--- config.mk ---
export PLATFORM = sky130hd
export DESIGN_NAME = alarm_ctrl
export DESIGN_NICKNAME = d
export VERILOG_FILES = /design/src/rtl/alarm_ctrl.sv
export SDC_FILE = /design/constraint.sdc
export NUM_CORES = 1
export LEC_CHECK = 0
export CORE_UTILIZATION = 50
export CTS_BUF_LIST = sky130_fd_sc_hd__clkbuf_8 sky130_fd_sc_hd__clkbuf_16
export CTS_CLUSTER_DIAMETER = 120
export DETAILED_ROUTE_END_ITERATION = 6
export PLACE_DENSITY = 0.89
export SETUP_SLACK_MARGIN = 0.5
export SLEW_MARGIN = 30
export SYNTH_ARGS = -nofsm -noshare
export SYNTH_HDL_FRONTEND = slang
export SYNTH_SLANG_ARGS = --single-unit
--- constraint.sdc ---
create_clock -name clk -period 3.04 [get_ports clk]
set_input_delay 0.608 -clock clk [delete_from_list [all_inputs] [get_ports clk]]
set_output_delay 0.608 -clock clk [all_outputs]
set_load 0.05 [all_outputs]
--- src/rtl/alarm_ctrl.sv ---
// alarm_ctrl
//   Alarm controller for the digital clock. Stores a user-settable HH:MM
//   alarm time in BCD, compares it against the running HH:MM:SS time and
//   sequences the alarm through ringing, snooze and timeout phases.
//
// Ports:
//   clk                      system clock
//   rst                      synchronous reset, active-high
//   tick_1s                  one-cycle pulse once per second
//   bcd_H1..bcd_S2           current time, *1 = tens digit, *2 = units digit
//   arm_toggle               key pulse, toggles armed/disarmed
//   snooze_req               key pulse, requests snooze while ringing
//   stop_req                 key pulse, silences the alarm and keeps it armed
//   set_sel                  00 none, 01 edit hours, 10 edit minutes, 11 ignored
//   set_inc                  pulse, increments the selected alarm field
//   alarm_H1..alarm_M2       stored alarm time (BCD)
//   armed                    high in ARMED, RINGING and SNOOZE
//   ringing                  high in RINGING
//   snoozing                 high in SNOOZE
//   buzzer                   1 s on / 1 s off beep while ringing, starting on
module alarm_ctrl #(
    parameter int unsigned RING_TIMEOUT_S = 60,
    parameter int unsigned SNOOZE_MIN     = 5,
    parameter logic [7:0]  ALARM_RST_H    = 8'h06,
    parameter logic [7:0]  ALARM_RST_M    = 8'h00
) (
    input  logic       clk,
    input  logic       rst,
    input  logic       tick_1s,
    input  logic [3:0] bcd_H1,
    input  logic [3:0] bcd_H2,
    input  logic [3:0] bcd_M1,
    input  logic [3:0] bcd_M2,
    input  logic [3:0] bcd_S1,
    input  logic [3:0] bcd_S2,
    input  logic       arm_toggle,
    input  logic       snooze_req,
    input  logic       stop_req,
    input  logic [1:0] set_sel,
    input  logic       set_inc,
    output logic [3:0] alarm_H1,
    output logic [3:0] alarm_H2,
    output logic [3:0] alarm_M1,
    output logic [3:0] alarm_M2,
    output logic       armed,
    output logic       ringing,
    output logic       snoozing,
    output logic       buzzer
);

    localparam int unsigned RING_W      = $clog2(RING_TIMEOUT_S);
    localparam int unsigned SNOOZE_LOAD = SNOOZE_MIN * 60;
    localparam int unsigned SNOOZE_W    = $clog2(SNOOZE_LOAD + 1);

    localparam logic [RING_W-1:0]   RING_LAST   = RING_W'(RING_TIMEOUT_S - 1);
    localparam logic [SNOOZE_W-1:0] SNOOZE_INIT = SNOOZE_W'(SNOOZE_LOAD);
    localparam logic [SNOOZE_W-1:0] SNOOZE_LAST = SNOOZE_W'(1);

    typedef enum logic [1:0] {
        DISARMED,
        ARMED,
        RINGING,
        SNOOZE
    } state_t;

    state_t              state;
    logic [RING_W-1:0]   ring_cnt;
    logic [SNOOZE_W-1:0] snooze_cnt;
    logic                phase;
    logic                match;
    logic                match_q;
    logic                match_event;

    logic [3:0] hr_next_h1;
    logic [3:0] hr_next_h2;
    logic [3:0] min_next_m1;
    logic [3:0] min_next_m2;

    // ------------------------------------------------------------------
    // Alarm time editing
    // ------------------------------------------------------------------

    // Hours run 00..23 with BCD carry from units into tens.
    always_comb begin
        hr_next_h1 = alarm_H1;
        hr_next_h2 = alarm_H2;
        if (alarm_H1 == 4'd2 && alarm_H2 == 4'd3) begin
            hr_next_h1 = 4'd0;
            hr_next_h2 = 4'd0;
        end else if (alarm_H2 == 4'd9) begin
            hr_next_h1 = alarm_H1 + 4'd1;
            hr_next_h2 = 4'd0;
        end else begin
            hr_next_h2 = alarm_H2 + 4'd1;
        end
    end

    // Minutes run 00..59 and never carry into the hours.
    always_comb begin
        min_next_m1 = alarm_M1;
        min_next_m2 = alarm_M2;
        if (alarm_M2 == 4'd9) begin
            min_next_m2 = 4'd0;
            if (alarm_M1 == 4'd5) begin
                min_next_m1 = 4'd0;
            end else begin
                min_next_m1 = alarm_M1 + 4'd1;
            end
        end else begin
            min_next_m2 = alarm_M2 + 4'd1;
        end
    end

    always_ff @(posedge clk) begin
        if (rst) begin
            alarm_H1 <= ALARM_RST_H[7:4];
            alarm_H2 <= ALARM_RST_H[3:0];
            alarm_M1 <= ALARM_RST_M[7:4];
            alarm_M2 <= ALARM_RST_M[3:0];
        end else if (set_inc) begin
            case (set_sel)
                2'b01: begin
                    alarm_H1 <= hr_next_h1;
                    alarm_H2 <= hr_next_h2;
                end
                2'b10: begin
                    alarm_M1 <= min_next_m1;
                    alarm_M2 <= min_next_m2;
                end
                default: begin
                end
            endcase
        end
    end

    // ------------------------------------------------------------------
    // Match detection
    // ------------------------------------------------------------------

    // Raw 4-bit compare; the rising edge of match gives one event per
    // matching second even though the time stays equal for ~50M cycles.
    always_comb begin
        match = (bcd_H1 == alarm_H1) && (bcd_H2 == alarm_H2) &&
                (bcd_M1 == alarm_M1) && (bcd_M2 == alarm_M2) &&
                (bcd_S1 == 4'd0)     && (bcd_S2 == 4'd0);
        match_event = match && !match_q;
    end

    // ------------------------------------------------------------------
    // Alarm sequencer
    // ------------------------------------------------------------------

    // Status outputs and buzzer are loaded with the values of the state
    // being entered, so they follow the causing input by exactly one clock.
    always_ff @(posedge clk) begin
        if (rst) begin
            state      <= DISARMED;
            ring_cnt   <= '0;
            snooze_cnt <= '0;
            phase      <= 1'b0;
            match_q    <= 1'b0;
            armed      <= 1'b0;
            ringing    <= 1'b0;
            snoozing   <= 1'b0;
            buzzer     <= 1'b0;
        end else begin
            match_q <= match;
            case (state)
                DISARMED: begin
                    if (arm_toggle) begin
                        state <= ARMED;
                        armed <= 1'b1;
                    end
                end

                ARMED: begin
                    if (arm_toggle) begin
                        state <= DISARMED;
                        armed <= 1'b0;
                    end else if (match_event) begin
                        state    <= RINGING;
                        ring_cnt <= '0;
                        phase    <= 1'b1;
                        ringing  <= 1'b1;
                        buzzer   <= 1'b1;
                    end
                end

                RINGING: begin
                    if (arm_toggle) begin
                        state      <= DISARMED;
                        ring_cnt   <= '0;
                        snooze_cnt <= '0;
                        phase      <= 1'b0;
                        armed      <= 1'b0;
                        ringing    <= 1'b0;
                        buzzer     <= 1'b0;
                    end else if (stop_req) begin
                        state      <= ARMED;
                        ring_cnt   <= '0;
                        snooze_cnt <= '0;
                        phase      <= 1'b0;
                        ringing    <= 1'b0;
                        buzzer     <= 1'b0;
                    end else if (snooze_req) begin
                        state      <= SNOOZE;
                        ring_cnt   <= '0;
                        snooze_cnt <= SNOOZE_INIT;
                        phase      <= 1'b0;
                        ringing    <= 1'b0;
                        snoozing   <= 1'b1;
                        buzzer     <= 1'b0;
                    end else if (tick_1s) begin
                        if (ring_cnt == RING_LAST) begin
                            state      <= ARMED;
                            ring_cnt   <= '0;
                            snooze_cnt <= '0;
                            phase      <= 1'b0;
                            ringing    <= 1'b0;
                            buzzer     <= 1'b0;
                        end else begin
                            ring_cnt <= ring_cnt + RING_W'(1);
                            phase    <= ~phase;
                            buzzer   <= ~phase;
                        end
                    end
                end

                SNOOZE: begin
                    if (arm_toggle) begin
                        state      <= DISARMED;
                        ring_cnt   <= '0;
                        snooze_cnt <= '0;
                        phase      <= 1'b0;
                        armed      <= 1'b0;
                        snoozing   <= 1'b0;
                        buzzer     <= 1'b0;
                    end else if (stop_req) begin
                        state      <= ARMED;
                        ring_cnt   <= '0;
                        snooze_cnt <= '0;
                        phase      <= 1'b0;
                        snoozing   <= 1'b0;
                        buzzer     <= 1'b0;
                    end else if (tick_1s) begin
                        // snooze_req is deliberately not decoded here, so a
                        // repeated press never restarts the snooze period.
                        if (snooze_cnt == SNOOZE_LAST) begin
                            state      <= RINGING;
                            ring_cnt   <= '0;
                            snooze_cnt <= '0;
                            phase      <= 1'b1;
                            ringing    <= 1'b1;
                            snoozing   <= 1'b0;
                            buzzer     <= 1'b1;
                        end else begin
                            snooze_cnt <= snooze_cnt - SNOOZE_W'(1);
                        end
                    end
                end

                default: begin
                    state      <= DISARMED;
                    ring_cnt   <= '0;
                    snooze_cnt <= '0;
                    phase      <= 1'b0;
                    armed      <= 1'b0;
                    ringing    <= 1'b0;
                    snoozing   <= 1'b0;
                    buzzer     <= 1'b0;
                end
            endcase
        end
    end

endmodule

# --- Word level (Yosys, flattened, before mapping) ---
# Index checks and enable logic that the tools add are counted.
op_classes:
  n_mux: 72
  n_reduce_logical: 25
  n_eq_ne: 32
  bitwise: 1
  addsub: 6
ops:
  columns: ["cell", "count"]
  rows:
  - ["$mux W9", 9]
  - ["$mux W6", 11]
  - ["$mux W1", 27]
  - ["$mux W2", 12]
  - ["$mux W4", 6]
  - ["$ne A2 B2 Y1 const B", 10]
  - ["$pmux W6 S3", 1]
  - ["$pmux W9 S2", 1]
  - ["$reduce_and A6 Y1", 3]
  - ["$add A4 B1 Y4 const B", 4]
  - ["$eq A4 B4 Y1", 4]
  - ["$ne A5 B5 Y1 const B", 2]
  - ["$eq A9 B1 Y1 const B", 1]
  - ["$reduce_and A9 Y1", 1]
  - ["$sub A9 B1 Y9 const B", 1]
  - ["$eq A4 B2 Y1 const B", 2]
  - ["$eq A4 B4 Y1 const B", 2]
  - ["$logic_not A4 Y1", 2]
  - ["$ne A4 B4 Y1 const B", 2]
  - ["$pmux W2 S4", 1]
  - ["$logic_and A1 B1 Y1", 7]
  - ["$add A6 B1 Y6 const B", 1]
  - ["$eq A2 B2 Y1 const B", 3]
  - ["$eq A6 B6 Y1 const B", 1]
  - ["15 further kinds", 22]
totals:
  input_bits: 33
  out_inout_bits: 20
  regBits: 38

# --- Logic depth before layout (Yosys ltp) ---
# Gate-level depths: netlist (run 1).
depth:
  depth_word: 10
  ltp_mapped: 7
  depth_no_buf: 7

# --- Worst setup path before layout (run 1) ---
# No wires, ideal clock.
synth_timing:
  path_type: "register to register"
  start: "register alarm_M2[1]"
  end: "register ring_cnt[3]"
  arrival_ps: 2234
  slack_ps: 684
  period_less_slack_ps: 2356
  n_path_buf: 1
  path_stages_with_launch: 7
  cell_sequence: "dfxtp_1 -> clkbuf_1 -> xnor2_1 -> nand4_1 -> nor4_1 -> a21oi_1 -> a311o_1"
synth_via:
  elab_chain_len: 7
synth_lines:
  columns: ["element", "line_no", "rtl"]
  rows:
  - ["start: declaration", "44", "output logic [3:0] alarm_M2,"]
  - ["start signal: assignment", "119", "alarm_M2 <= ALARM_RST_M[3:0];"]
  - ["start signal: assignment", "128", "alarm_M2 <= min_next_m2;"]
  - ["$eq A4 B4 Y1", "144", "(bcd_M1 == alarm_M1) && (bcd_M2 == alarm_M2) &&"]
  - ["$logic_and A1 B1 Y1 (2 in a row)", "144", null]
  - ["$logic_and A1 B1 Y1", "145", "(bcd_S1 == 4'd0) && (bcd_S2 == 4'd0);"]
  - ["$logic_and A1 B1 Y1", "146", "match_event = match && !match_q;"]
  - ["$ne A2 B2 Y1 (no line)", null, null]
  - ["$reduce_and A6 Y1 (no line)", null, null]
  - ["end signal: assignment", "222", "ring_cnt <= ring_cnt + RING_W'(1);"]
  - ["end: declaration", "67", "logic [RING_W-1:0] ring_cnt;"]
# No other way between the ends.
# A chain may end at the register's enable or synchronous reset.

# --- Worst setup path after layout (run 1) ---
layout_timing:
  start: "input port arm_toggle"
  end: "register ring_cnt[5]"
layout_via:
  elab_chain_len: 2
  word_cells_on_any_way: 8
layout_lines:
  columns: ["element", "line_no", "rtl"]
  rows:
  - ["start: declaration", "36", "input logic arm_toggle,"]
  - ["$ne A5 B5 Y1 (no line) (tied with other cells)", null, null]
  - ["$reduce_and A6 Y1 (no line) / $pmux W6 S3 (equally long branches)", null, null]
# Parallel ways exist; a longest one is shown, timed or not.

==> results of run 1 <==
[cell families after synthesis]
kind of cell	Yosys count	share of synthesized area, %
AND/OR/NAND/NOR	114	27.6
XOR/XNOR	24	9.06
AO/OA/AOI/OAI	78	22.6
adder cells (fa/ha/maj)	5	2.70
flip-flops	38	32.8
buffers and inverters	26	4.37
multiplexers	2	0.863
[per-layer routing]
metal  wire length [um]  global-route usage [%]
met5                  0                       0
met4                 89                    8.22
met3                314                    5.77
met2               2730                    40.6
met1               2630                    31.3
[where the power goes]
part           internal (mW)  leakage [nW]  switching (mW)
logic                 0.0887         0.726          0.0947
clock network          0.229        0.0575           0.184
registers              0.510         0.307          0.0194
[per-stage QoR]
step / utilization, % / cell area (um^2) / hold slack, ns
floorplan: - / 2320 / 0.446
global placement: 66.2 / 2920 / 0.469
detailed placement: 66.2 / 2920 / 0.469
CTS: 68.8 / 3040 / 0.482
global route: 69.2 / 3050 / 0.516
finish: 69.2 / 3050 / 0.482
[placed cells by master (no fill, tap or decap), types with 5 or more instances in the layout]
cell type / netlist / layout
o21ai_0: 13 / 13
nand2b_1: 6 / 6
nor3b_1: 5 / 5
a31oi_1: 5 / 5
nand2_1: 14 / 14
xor2_1: 9 / 9
xnor2_1: 15 / 15
nor4_1: 6 / 6
nor3_1: 14 / 14
a21oi_1: 26 / 26
o31ai_1: 7 / 7
ha_1: 5 / 5
nand3_1: 14 / 14
buf_4: 1 / 11
clkbuf_8: 0 / 8
dfxtp_1: 38 / 38
clkdlybuf4s50_1: 0 / 51
inv_1: 13 / 13
nor2_1: 23 / 23
[registers in the layout, indices dropped and copies added (netlist names)]
signal,flops
alarm_H1,4
alarm_M2,4
phase,1
ring_cnt,6
alarm_M1,4
state,2
ringing,1
alarm_H2,4
armed,1
snooze_cnt,9
match_q,1
snoozing,1
[worst max path at each step]
stage,to,startpoint,slack [ns],depth (start not counted)
floorplan,ring_cnt[3],alarm_M2[1],0.68,6
global placement,ring_cnt[5],snooze_req,0.20,6
detailed placement,ring_cnt[5],snooze_req,0.16,6
CTS,ring_cnt[5],stop_req,0.51,6
global route,ring_cnt[5],arm_toggle,0.50,6
finish,ring_cnt[5],arm_toggle,0.56,6
[area by class of cell]
class                   count  area (um^2)
clock buffers               8          110
flip-flops and latches     38          761
repair buffers             63          602
well taps                  52         65.1
multi-input cells         223         1470
fillers                   333         1360
inverters                  13         48.8
[what timing repair did]
action                                  in CTS  in global routing
gates cloned                                 0                  0
endpoints found under the hold margin        0                  0
pin swaps                                    0                  2
endpoints found under the setup margin       1                  1
gates resized for setup                      2                  0
hold buffers                                 0                  0
buffers inserted                             0                  2
[critical path, stage by stage]
cell and delay [ns]:
clkdlybuf4s50_1 0.42, or4b_4 0.55, a211o_4 0.30, or3_4 0.34, o211a_1 0.24, a221oi_2 0.23
==> impl_metrics.tcl, run 1 <==
set metrics [dict create \
    fp.coreArea_mm2 0.00441 \
    maxCapViolations 0 \
    clockBufferDepth 2 \
    detailed_place_hpwl_um 4090 \
    syn2layout_area_growth_pct 31.6 \
    globalRouteTotalUtil_pct 24.5 \
    netlist_instances 287 \
    whs_path_depth 2 \
    place_congestion 0.867 \
    synth.distinct_cells 54 \
    port-buffer-count 52 \
    die_area_mm2 0.00492 \
    placementRows 24 \
    mappedNetlistNets 325 \
    detail-route-antenna-nets 0 \
    synthFlopType "dfxtp_1" \
    grt_max_degree 36 \
    avgRoutedWirePerCell_um 14.5 \
    detail_route.drc_violations 0 \
    endpoint_kind "flop" \
    synth_top_area_cell "dfxtp_1" \
    initial_core_util_pct 52.6 \
    via_per_inst 5.90 \
    fin_skew_ns 0.00589 \
    fp.dieW_um 70.1 \
    holdPathEnd "snooze_cnt[7]" \
    reg2regPathDepth 6 \
    crit_fanout 4 \
    globalRoute.totalOverflow 0 \
    r2r-end "snooze_cnt[4]" \
    drt_first_iter_violations 263 \
    synthTopCellsByArea "dfxtp_1 (33%), xnor2_1 (5.7%), a21oi_1 (5.6%)" \
    relSlewSlack_pct 57.1 \
    total_leakage_power_nw 1.09 \
    finalNonFillerCells 397 \
    timing.critical_path.required_ns 3.25 \
    hold_violations 0 \
    p_total_mw 1.13 \
    synth.avg_cell_area_um2 8.08 \
    rsz_0062_raised_after_global_routing "no" \
    asyncSetResetFlopFracSynth_pct 0 \
    detailroute.via_count 2341 \
    pin_count 53 \
    tightestPinTransition_ns 0.642 \
    layout.nets 382 \
    finalWorstPathRequiredPeriod_ns 2.48 \
    worst_slack_ns 0.555 \
    synthDominantCellAreaShare_pct 32.8 \
    n_diodes 0 \
    cts.reportedPaths.clkPinSlew_ns 0.08 \
    via_count_of_the_first_global_routing_pass 2137 \
    synth_edf_count 0 \
    clk_latency_ns 0.30 \
    hold_path.startpoint "snooze_cnt[7]" \
    tritoncts.num_buffers 5 \
    syn-cell-area_mm2 0.00232 \
    worst_setup_path_start_kind "primary input" \
    crit-reg2reg-launch "ring_cnt[0]" \
    ys_seq_area_share_pct 32.8 \
    place_worst_setup_slack_ns 0.159 \
    clock_tree_from_tritoncts "built" \
    cts_num_sinks 38 \
    fmaxAchievable_mhz 402 \
    setup_viol 0 \
    drive_gt1_share_pct 7.83 \
    slew_violations 0 \
    critPathKind "in2reg" \
    power_density_mw_per_mm2 369 \
    floorplan.die.height_um 70.1 \
    synth_common_cells "dfxtp_1 (38), a21oi_1 (26), nor2_1 (23)" \
    regToRegSetupSlack_ns 0.76 \
    yosysMostFrequentCell "dfxtp_1" \
    worst_ir_drop_vdd_v 0.000183 \
    status "finished clean" \
    grt_antenna_before_repair 0 \
    postSynthRegisterBits 38 \
    grt_first_pass_wirelength_um 9680 \
    finalSetupTns_ns 0 \
    worst-endpoint-arrival_ns 2.70 \
    path_type_of_the_worst_min_delay_path "reg2reg" \
    h-tree-depth 2 \
    drt_first_pass_iters 4 \
    route.final.wire_length_um 5770 \
    yosys_warnings 0 \
    period_share_pct 81.7 \
    root_buffer "clkbuf_8" \
    dp_cells 387 \
]
Power figures use the tool's default switching activity.
==> run 2: changes to the inputs <==
Clock period 3.04 ns to 2.3 ns, I/O delays scaled along.
==> run 2 against run 1 <==
Register-to-register slack worse by 0.46 ns. Largest cell class unchanged. Clock-buffer cell count is 2 lower. Routed wire length rose by 53%. Non-clock buffer count grew 34. Hold slack improved by 0.030 ns. Largest power group is now the clock network. First-iteration DRC count grew 1.5%. Setup slack got worse by 0.26 ns. Flip-flop and latch count did not move.
==> impl_metrics.tcl, run 2 (synthesis results as in run 1) <==
set metrics [dict create \
    wl_met1_um 3350 \
    maxCapViolations 0 \
    layout.cells.most_common_list "buf_4 (35), dlygate4sd2_1 (32), nor2_1 (22), a21oi_1 (21), dfxtp_1 (15)" \
    cts_num_sinks 38 \
    avgRoutedWirePerCell_um 20.4 \
    detail_route.drc_violations 0 \
    port-buffer-count 52 \
    pin_count 53 \
    fin_skew_ns 0.00469 \
    cts.reportedPaths.clkPinSlew_ns 0.08 \
    drive_gt1_share_pct 33.9 \
    fp.dieW_um 70.1 \
    period_share_pct 87.1 \
    detailroute.via_count 2922 \
    power_density_mw_per_mm2 468 \
    floorplan.die.height_um 70.1 \
    n_diodes 0 \
    syn2layout_area_growth_pct 60.8 \
    rsz_0062_raised_after_global_routing "yes" \
    crit-reg2reg-launch "state[1]" \
    globalRouteTotalUtil_pct 31.6 \
    via_count_of_the_first_global_routing_pass 2551 \
    regToRegSetupSlack_ns 0.30 \
    largestRegisters "snooze_cnt (9), ring_cnt (6)" \
    finalWorstPathRequiredPeriod_ns 2.00 \
    worst-endpoint-arrival_ns 2.22 \
    routed.top_layer "met4" \
    crit_fanout 2 \
    globalRoute.totalOverflow 0 \
    path_type_of_the_worst_min_delay_path "reg2reg" \
    hold_path.startpoint "snooze_cnt[1]" \
    hold-worst-slack_ns 0.512 \
    drt_first_pass_iters 6 \
    clockBufferDepth 2 \
    largest_register_ffs 9 \
    mostFrequentLayoutCell "buf_4" \
    fp.coreArea_mm2 0.00441 \
    place_congestion 0.835 \
    fmaxAchievable_mhz 499 \
    hold_violations 0 \
    finalNonFillerCells 432 \
    initial_core_util_pct 52.6 \
    status "finished clean" \
    h-tree-depth 2 \
    largest-register "snooze_cnt" \
    grt_first_pass_wirelength_um 12200 \
    setup_viol 0 \
    grt_max_degree 26 \
    dp_cells 405 \
    place_worst_setup_slack_ns -0.297 \
    worst_ir_drop_vdd_v 0.000315 \
    crit_start "state[1]" \
    root_buffer "clkbuf_8" \
    die_area_mm2 0.00492 \
    total_leakage_power_nw 1.49 \
    relSlewSlack_pct 64.1 \
    endpoint_kind "flop" \
    hold_buffers 0 \
    wl_met3_um 781 \
    drt_first_iter_violations 267 \
    critPathKind "reg2reg" \
    routed-wl-met2_um 4270 \
    detailed_place_hpwl_um 4680 \
    clk_latency_ns 0.30 \
    via_per_inst 6.76 \
    timing.critical_path.required_ns 2.52 \
    route.final.wire_length_um 8820 \
    tritoncts.num_buffers 5 \
    worst_setup_path_start_kind "flop" \
    slew_violations 0 \
    detail-route-antenna-nets 0 \
    layout.nets 417 \
    placementRows 24 \
    grt_antenna_before_repair 0 \
    worst_slack_ns 0.297 \
    tightestPinTransition_ns 0.539 \
    clock_tree_from_tritoncts "built" \
]
-- run 2: cell count changes in the layout (fill, tap and decap cells not counted), sizes merged --
cell	delta
clkdlybuf4s50	-48
buf	+37
dlygate4sd2	+31
clkdlybuf4s15	+6
dlymetal6s2s	+5
bufinv	+2
a211oi	+1
clkbuf	+1
-- run 2: through the flow --
stage	area [um^2]	setup TNS [ns]	utilization, %	power [mW]
after floorplan	2400	0	-	0.848
after global placement	3130	-1.07	70.9	0.969
after detailed placement	3130	-1.52	70.9	0.978
after CTS	3490	0	79.0	1.70
after global routing	3730	0	84.5	1.79
final	3730	0	84.5	1.75
-- run 2: cell type report --
type                    instances  area, um^2
clock inverters                 2        60.1
inverters                      13        48.8
multi-input cells             224        1820
clock buffers                   6        82.6
well taps                      52        65.1
fillers                       250         683
repair buffers                 97         845
flip-flops and latches         38         812
-- run 2: repair_timing --
action / CTS / global route
gates resized for setup: 96 / 56
pin swaps: 34 / 26
buffers inserted: 11 / 7
setup endpoints to repair: 42 / 27
gates cloned: 1 / 0
-- run 2: worst max-delay path, stage by stage, from the launching register on --
cell and delay (ns):
dfxtp_2 0.34, or4b_4 0.46, a211o_1 0.26, or3_4 0.36
o211a_1 0.25, a221oi_2 0.24
-- run 2: metal layers --
metal | up-vias | track usage [%]
met5 | - | 0
met4 | 0 | 13.1
met3 | 54 | 6.35
met2 | 237 | 53.0
met1 | 1373 | 39.3
li1 | 1258 | -
-- run 2: power by group --
part	total, mW	switching, mW	internal (mW)	leakage, nW
Clock	0.719	0.256	0.463	0.0714
Sequential	0.703	0.0342	0.669	0.319
Combinational	0.325	0.178	0.148	1.10
-- run 2: final timing paths --
check             depth (start not counted)             to
setup reg to reg                          5    ring_cnt[5]
hold reg to reg                           2  snooze_cnt[1]
setup / recovery                          5    ring_cnt[5]
hold / removal                            2  snooze_cnt[1]
